`src/rtl/divider_arbiter.sv`:
```
// Round-robin arbiter granting NUM_REQ requesters access to one shared divider,
// one request in flight at a time, with divide-by-zero bypass and a WAIT timeout.
module divider_arbiter #(
  parameter int NUM_REQ = 4,
  parameter int WIDTH   = 32,
  parameter int TIMEOUT = 64
) (
  input  logic                       clk_in,
  input  logic                       rst_n_in,
  input  logic [NUM_REQ-1:0]         req_in,
  input  logic [NUM_REQ*WIDTH-1:0]   dividend_in,
  input  logic [NUM_REQ*WIDTH-1:0]   divisor_in,
  output logic [NUM_REQ-1:0]         grant_out,
  output logic [NUM_REQ-1:0]         result_valid_out,
  output logic [WIDTH-1:0]           quotient_out,
  output logic [WIDTH-1:0]           remainder_out,
  output logic                       error_out,
  output logic [WIDTH-1:0]           div_dividend_out,
  output logic [WIDTH-1:0]           div_divisor_out,
  output logic                       div_valid_out,
  input  logic [WIDTH-1:0]           div_quotient_in,
  input  logic [WIDTH-1:0]           div_remainder_in,
  input  logic                       div_valid_in,
  input  logic                       div_error_in,
  input  logic                       div_busy_in
);

  localparam int IDXW = (NUM_REQ > 1) ? $clog2(NUM_REQ) : 1;
  localparam int CW   = $clog2(TIMEOUT + 1);
  localparam logic [NUM_REQ-1:0] ONE_HOT0 = NUM_REQ'(1'b1);

  typedef enum logic [1:0] {IDLE, ISSUE, WAIT, RESPOND} state_t;

  state_t            state_r;
  logic [IDXW-1:0]   idx_r;
  logic [IDXW-1:0]   rr_ptr_r;
  logic [CW-1:0]     cnt_r;
  logic [IDXW:0]     pick_s;
  logic [IDXW-1:0]   sel_idx_s;
  logic [WIDTH-1:0]  dvd_arr_s [NUM_REQ];
  logic [WIDTH-1:0]  dvs_arr_s [NUM_REQ];

  // First set request at or above ptr, wrapping; MSB flags that one was found.
  function automatic logic [IDXW:0] pick(input logic [NUM_REQ-1:0] req,
                                         input logic [IDXW-1:0]    ptr);
    logic [IDXW:0] res;
    int            j;
    res = '0;
    for (int k = NUM_REQ - 1; k >= 0; k--) begin
      j   = int'(ptr) + k;
      j   = (j >= NUM_REQ) ? j - NUM_REQ : j;
      res = req[j] ? {1'b1, IDXW'(j)} : res;
    end
    return res;
  endfunction

  for (genvar g = 0; g < NUM_REQ; g++) begin : g_slice
    assign dvd_arr_s[g] = dividend_in[g*WIDTH +: WIDTH];
    assign dvs_arr_s[g] = divisor_in[g*WIDTH +: WIDTH];
  end

  assign pick_s    = pick(req_in, rr_ptr_r);
  assign sel_idx_s = pick_s[IDXW-1:0];

  // Transaction FSM; every output is a register updated here.
  always_ff @(posedge clk_in or negedge rst_n_in) begin
    if (!rst_n_in) begin
      state_r          <= IDLE;
      idx_r            <= '0;
      rr_ptr_r         <= '0;
      cnt_r            <= '0;
      grant_out        <= '0;
      result_valid_out <= '0;
      quotient_out     <= '0;
      remainder_out    <= '0;
      error_out        <= 1'b0;
      div_dividend_out <= '0;
      div_divisor_out  <= '0;
      div_valid_out    <= 1'b0;
    end else begin
      grant_out        <= '0;
      result_valid_out <= '0;
      div_valid_out    <= 1'b0;
      case (state_r)
        IDLE: begin
          if (pick_s[IDXW]) begin
            idx_r            <= sel_idx_s;
            grant_out        <= ONE_HOT0 << sel_idx_s;
            div_dividend_out <= dvd_arr_s[sel_idx_s];
            div_divisor_out  <= dvs_arr_s[sel_idx_s];
            // A zero divisor never reaches the divider; answer immediately.
            if (dvs_arr_s[sel_idx_s] == '0) begin
              state_r          <= RESPOND;
              result_valid_out <= ONE_HOT0 << sel_idx_s;
              error_out        <= 1'b1;
              quotient_out     <= '1;
              remainder_out    <= dvd_arr_s[sel_idx_s];
            end else begin
              state_r <= ISSUE;
            end
          end else begin
            state_r <= IDLE;
          end
        end
        ISSUE: begin
          if (!div_busy_in) begin
            div_valid_out <= 1'b1;
            cnt_r         <= '0;
            state_r       <= WAIT;
          end else begin
            state_r <= ISSUE;
          end
        end
        WAIT: begin
          if (div_valid_in) begin
            state_r          <= RESPOND;
            result_valid_out <= ONE_HOT0 << idx_r;
            quotient_out     <= div_quotient_in;
            remainder_out    <= div_remainder_in;
            error_out        <= div_error_in;
          end else if (cnt_r == CW'(TIMEOUT - 1)) begin
            state_r          <= RESPOND;
            result_valid_out <= ONE_HOT0 << idx_r;
            quotient_out     <= '0;
            remainder_out    <= '0;
            error_out        <= 1'b1;
          end else begin
            cnt_r <= cnt_r + CW'(1);
          end
        end
        RESPOND: begin
          rr_ptr_r         <= (idx_r == IDXW'(NUM_REQ - 1)) ? '0 : idx_r + IDXW'(1);
          div_dividend_out <= '0;
          div_divisor_out  <= '0;
          state_r          <= IDLE;
        end
        default: begin
          state_r <= IDLE;
        end
      endcase
    end
  end

endmodule

```
`config.mk`:
```
export PLATFORM = sky130hd
export DESIGN_NAME = divider_arbiter
export DESIGN_NICKNAME = d
export VERILOG_FILES = /design/src/rtl/divider_arbiter.sv
export SDC_FILE = /design/constraint.sdc
export NUM_CORES = 1
export LEC_CHECK = 0
export BUFFER_PORTS_ARGS = -buffer_cell sky130_fd_sc_hd__buf_2
export CORE_AREA = 2 2 181 183
export CTS_CLUSTER_DIAMETER = 30
export DETAILED_ROUTE_END_ITERATION = 10
export DIE_AREA = 0 0 183 185
export GPL_TIMING_DRIVEN = 0
export PLACE_DENSITY = 0.58
export SLEW_MARGIN = 10
export SYNTH_ARGS = -nofsm -noshare
export SYNTH_HDL_FRONTEND = slang
export SYNTH_SLANG_ARGS = --single-unit
export TNS_END_PERCENT = 20
```
`constraint.sdc`:
```
create_clock -name clk_in -period 4.4 [get_ports clk_in]
set_clock_uncertainty 0.1 [all_clocks]
set_input_delay 0.66 -clock clk_in [delete_from_list [all_inputs] [get_ports clk_in]]
set_output_delay 0.66 -clock clk_in [all_outputs]
set_load 0.02 [all_outputs]
```
==> results.ini, run 1 <==
[status]
status=complete, no violations

[job]
cap_violations=0

[grt]
track_usage_pct=21.1
grt-ovfl-total=0
grt_pass1_wl_mm=52.8
grt_pass1_vias=9084
antenna_found_initial=5
grt_max_degree=80

[finish]
final_cells=1841
layout_common_cells=buf_2, nand2_1, dfrtp_1
drive_gt1_share_pct=38.3
nNetsFinal=1752
syn_to_final_growth_pct=43.5
final_common_cell=buf_2
final_util_pct=37.2

[logic_synthesis]
yosys_warnings=0
syn_area_sq_mm=0.00830
seq_area_frac_synth_pct=45.5
synth.avg_cell_area_sq_um=8.92
synth.distinct_cells=39
post-synth-top-area-cell=dfrtp_1
synth.area.top_cells=dfrtp_1, mux2i_1, nand2_1, mux2_2, o21ai_0
syn_nets=1265
synthCells=931
synth_top_area_share_pct=45.5
ys_ff_latch=151

[timing]
setup_viol=0
worst_slack_ps=251
fin_hold_ws_ps=98.1
hold_viol_final=0
maxSlewHeadroom_pct=40.0
period_share_pct=94.3
slew_viol_final=0
tns_ps=0
fin_crit_ps=4150
tightest_slew_ps=895
rsz0062_at_grt=no
max_freq_mhz=241

[critical_path]
critical_path_class=reg -> reg
cp.required_ps=4650
cp.arrival_ps=4400
end_kind=flop
cp_max_fo=10
reg2reg_depth=13
crit_chain=nand2b_1, a21oi_1, or3_1, clkbuf_1, buf_4, buf_6, mux2i_1, mux2_2, nand4_1, nor4_2, nand3_1, clkbuf_1, nand3_1
start_kind=flop
cp_slowest_cell=nor4_2
slowest_delay_ps=610

[clock_tree]
hold_buffers=0
cts_buffer_depth=2
cts_made_buffers=17
insertion_delay_ps=420
cts_tree=built
clk_pin_slew_ps=60
numClockSinks=151
cts_max_level=4
cts-root-buf=clkbuf_16

[power]
leakage_uw=0.00650
power.density_mw_per_mm2=730
ir_drop_mv=0.291

[min_path]
hold_path.class=in -> async

[place]
pre_cts_slack_ps=-191
portBuffers=466
gp_congestion=0.877
dpl.hpwl_mm=29.5
dp_cells=1807

[floorplanning]
core_sq_mm=0.0320
dieWidth_um=183
die-area_sq_mm=0.0339
die_h_um=185
io_pins=467
rows=66
initial_core_util_pct=25.9

[route]
drtPass1Iterations=4
ant_nets=0
vias=8920
routed_wl_mm=36.7
first_iter_violations=353
drc=0
via_per_inst=4.85
wl_per_cell_um=19.9

-- critical path: cells and delay by family (launching register included) --
kind,cells,cell delay [ps]
buf+inv,4,1010
simple gates,6,1770
mux,2,530
compound gates,1,200
flops,1,450
-- flip-flops by register name, summed over array words and instances (netlist names), 2 cells and up --
register and count:
grant_out 4, div_dividend_out 32, cnt_r 7, quotient_out 32, div_divisor_out 32, state_r 2, remainder_out 32, result_valid_out 4
idx_r 2, rr_ptr_r 2
-- area by class of cell --
type,instances,area (sq um)
Clock buffer,18,429
Clock inverter,12,272
Fill cell,3403,20100
Tap cell,408,510
Timing Repair Buffer,468,2380
Antenna cell,4,10.0
Inverter,39,146
Multi-Input combinational cell,665,4070
Sequential cell,151,3780
Buffer,76,325
-- worst paths after layout --
path / startpoint / slack [ps] / to
worst min register to register: div_dividend_out[31] / 370 / div_dividend_out[31]
worst max-delay path: rr_ptr_r[1] / 250 / quotient_out[28]
worst max register to register: rr_ptr_r[1] / 250 / quotient_out[28]
worst min-delay path: rst_n_in / 100 / quotient_out[29]
max in group asynchronous: rst_n_in / 3270 / remainder_out[24]
min in group clk_in: div_dividend_out[31] / 370 / div_dividend_out[31]
-- cell usage after synthesis --
master and count:
o22a_1 1, or2_2 1, inv_1 39, xnor2_1 1, a31oi_1 32, a32o_1 2, or3_1 3, and2_0 1
clkbuf_1 57, nor4_2 1, o21a_1 1, buf_2 6, a31oi_2 1, ha_1 5, mux2i_1 97, xor2_1 3
nand4_1 10, o21bai_1 1, and3_1 32, nor2_1 11, o22ai_1 2, mux2_1 1, nand2b_1 2, o21ai_0 68
dfrtp_1 151, buf_6 2, nor4_4 1, nor2b_1 2, nor3_1 6, buf_4 4, a21oi_1 8, nand3_1 66
nor4_1 1, o31ai_1 3, a32oi_1 1, mux2_2 32, nand2_1 236, buf_1 7, a311oi_1 33
-- power by group --
part | internal, uW | switching (uW)
clock | 1180 | 609
combinational | 1540 | 3040
sequential | 2010 | 326
-- kinds of logic after synthesis --
logic type	count (synthesis)	share of synthesized area (%)
AO/OA/AOI/OAI	153	11.7
AND/OR/NAND/NOR	373	19.8
flip-flops	151	45.5
XOR/XNOR	4	0.422
multiplexers	130	16.2
buffers and inverters	115	5.65
adder cells (fa/ha/maj)	5	0.753
-- metrics by stage --
step / cell area (sq um) / power, uW
after floorplan: 8300 / 5110
final: 11900 / 8700
after detailed placement: 11200 / 6990
after CTS: 11900 / 8810
after global placement: 11100 / 6900
after global routing: 11900 / 9280
-- what timing repair did --
action	in CTS	in global routing
gates resized for setup	1	0
setup endpoints to repair	1	0
buffers inserted	0	0
-- routing by layer --
metal  global-route usage, %  wire length (um)  vias up
met5                       0                11        -
met4                    10.1              1680        2
met3                    4.64              2300       70
met2                    38.4             18300      410
met1                    23.3             14400     4215
li1                        -                 -     4223
No activity file was read; power rests on OpenSTA's default activity.
==> run 2, diff against run 1 <==
BUFFER_PORTS_ARGS = -buffer_cell sky130_fd_sc_hd__clkbuf_2   (was -buffer_cell sky130_fd_sc_hd__buf_2)
==> run 2 against run 1 <==
Against the previous run:
- register-to-register slack better by 20 ps
- setup slack better by 16 ps
- critical path type unchanged
- clock-buffer cell count is 1 higher
- highest routed layer is now met4
- die area stayed put
- combinational power hardly changed
- fmax is 0.38% higher
- largest cell class unchanged
- first-iteration DRC count is 32% higher
- design area is 1.2% lower
- non-clock buffer count stayed put
- critical path depth stayed put
- core utilization is 0.46 points lower
==> results.ini, run 2 (same netlist as run 1, synthesis figures left out) <==
[floorplanning]
die-area_sq_mm=0.0339  ; unchanged
rows=66  ; unchanged
initial_core_util_pct=25.9  ; unchanged
dieWidth_um=183  ; unchanged
io_pins=467  ; unchanged
core_sq_mm=0.0320  ; unchanged
die_h_um=185  ; unchanged

[grt]
antenna_found_initial=3  ; -2
grt_pass1_vias=8874  ; -2.3%
track_usage_pct=21.0  ; -0.14 points
grt_pass1_wl_mm=52.5  ; -0.65%
grt_max_degree=80  ; unchanged
grt-ovfl-total=0  ; unchanged

[route]
drtPass1Iterations=5  ; +1
drc=0  ; unchanged
wl_per_cell_um=19.8  ; -0.81%
first_iter_violations=467  ; +32%
routed_wl_mm=36.3  ; -0.92%
via_per_inst=4.86  ; +0.25%
vias=8933  ; +0.15%
ant_nets=0  ; unchanged

[critical_path]
path_buf_inv=4  ; unchanged
r2r_slack_ps=270  ; +20 ps
cp_common_cell=clkbuf_1
cp_slowest_cell=dfrtp_1
end_kind=flop
slowest_delay_ps=450  ; -160 ps
r2r-end=quotient_out[30]
reg2reg_depth=13  ; unchanged
crit_chain=nand2b_1, a21oi_1, or3_1, clkbuf_1, buf_4, clkbuf_4, mux2i_1, mux2_2, nand4_1, nor4_4, nand3_2, clkbuf_1, nand3_1
cp_top_family=simple AND/OR/NAND/NOR gates
start_kind=flop
cp.required_ps=4650  ; about the same
critical_path_class=reg -> reg
cp_max_fo=10  ; unchanged
cp.arrival_ps=4380  ; -20 ps
reg2reg_from=rr_ptr_r[1]

[timing]
fin_crit_ps=4130  ; -15.6 ps
tightest_slew_ps=854  ; -40.6 ps
period_share_pct=93.9  ; -0.35 points
max_freq_mhz=242  ; +0.38%
fin_hold_ws_ps=151  ; +52.5 ps
maxSlewHeadroom_pct=43.0  ; +3.0 points
setup_viol=0  ; unchanged
slew_viol_final=0  ; unchanged
tns_ps=0  ; unchanged
hold_viol_final=0  ; unchanged
rsz0062_at_grt=no

[place]
gp_congestion=0.881  ; +0.41%
dpl.hpwl_mm=29.4  ; -0.33%
portBuffers=466  ; unchanged
placed_area_sq_mm=0.0112  ; about the same
dp_cells=1807  ; unchanged

[clock_tree]
cts-root-buf=clkbuf_16
cts_tree=built
cts_buffer_depth=2  ; unchanged
cts_max_level=4  ; unchanged
insertion_delay_ps=420  ; about the same
clk_pin_slew_ps=70  ; about the same
numClockSinks=151  ; unchanged
cts_made_buffers=17  ; unchanged

[finish]
layout_common_cells=clkbuf_2, nand2_1, dfrtp_1
syn_to_final_growth_pct=41.7
final_area_sq_mm=0.0118  ; -1.2%
area.sequential_sq_mm=0.00378  ; unchanged
nNetsFinal=1752  ; unchanged
n_fill_cell=3400  ; -0.088%
multi_input_area_sq_mm=0.00408  ; +0.34%
drive_gt1_share_pct=38.4  ; +0.14 points
final_common_cell=clkbuf_2
final_util_pct=36.7  ; -0.46 points
final_cells=1839  ; -0.11%

[power]
power.share.sequential_pct=28.3  ; +1.4 points
ir_drop_mv=0.277  ; -4.6%
swShare_pct=48.0  ; +2.3 points
pwr-share-clk_pct=16.8  ; -3.7 points
internal_power_uw=4320  ; -8.5%
leakage_uw=0.00647  ; -0.42%
power.switching_uw=3990  ; +0.38%
combPwrFrac_pct=54.9  ; +2.3 points
power.density_mw_per_mm2=706  ; -3.2%

[job]
cap_violations=0  ; unchanged

[status]
status=complete, no violations

[min_path]
hold_path.class=in -> async

[run 2: worst max path at each step]
stage / cells past startpoint / end / from
3_3_place_gp: 1 / remainder_out[17] / rst_n_in
6_report: 13 / quotient_out[30] / rr_ptr_r[1]
4_1_cts: 13 / quotient_out[28] / rr_ptr_r[1]
2_1_floorplan: 13 / remainder_out[10] / req_in[2]
3_5_place_dp: 14 / quotient_out[28] / req_in[2]
5_1_grt: 13 / quotient_out[30] / rr_ptr_r[1]
[run 2: repair_timing]
action                     CTS  global route
setup buffers                0             0
resized for setup            0             4
setup endpoints to repair    0            63
hold buffers                 0             0
[run 2: final cells by class]
type                    instances  share of cell area (%)
plain buffers                  76                    2.77
flip-flops and latches        151                    32.1
repair buffers                468                    20.2
multi-input cells             665                    34.7
inverters                      39                    1.24
clock inverters                11                   0.861
well taps                     408                    4.34
diodes                          2                  0.0425
clock buffers                  19                    3.76
[run 2: metrics by stage]
stage               power (uW)  setup WS [ps]
CTS                       8420           24.4
detailed placement        6990           -180
finish                    8310            267
global placement          6910           -206
global route              8910           32.0
floorplan                 5110           1200
[run 2: layer usage]
layer | vias to the layer above | share of wire [%] | global-route usage [%]
met5 | - | 0 | 0
met4 | 0 | 4.4 | 10.2
met3 | 71 | 6.4 | 4.50
met2 | 432 | 50 | 37.7
met1 | 4205 | 39 | 23.5
li1 | 4225 | - | -
[run 2: power groups by stage]
stage	sequential [uW]	combinational (uW)	clock (uW)
3_3_place_gp	2360	4550	0
3_5_place_dp	2380	4620	0
5_1_grt	2430	4980	1500
2_1_floorplan	3030	2070	0
6_report	2350	4560	1400
4_1_cts	2360	4620	1440
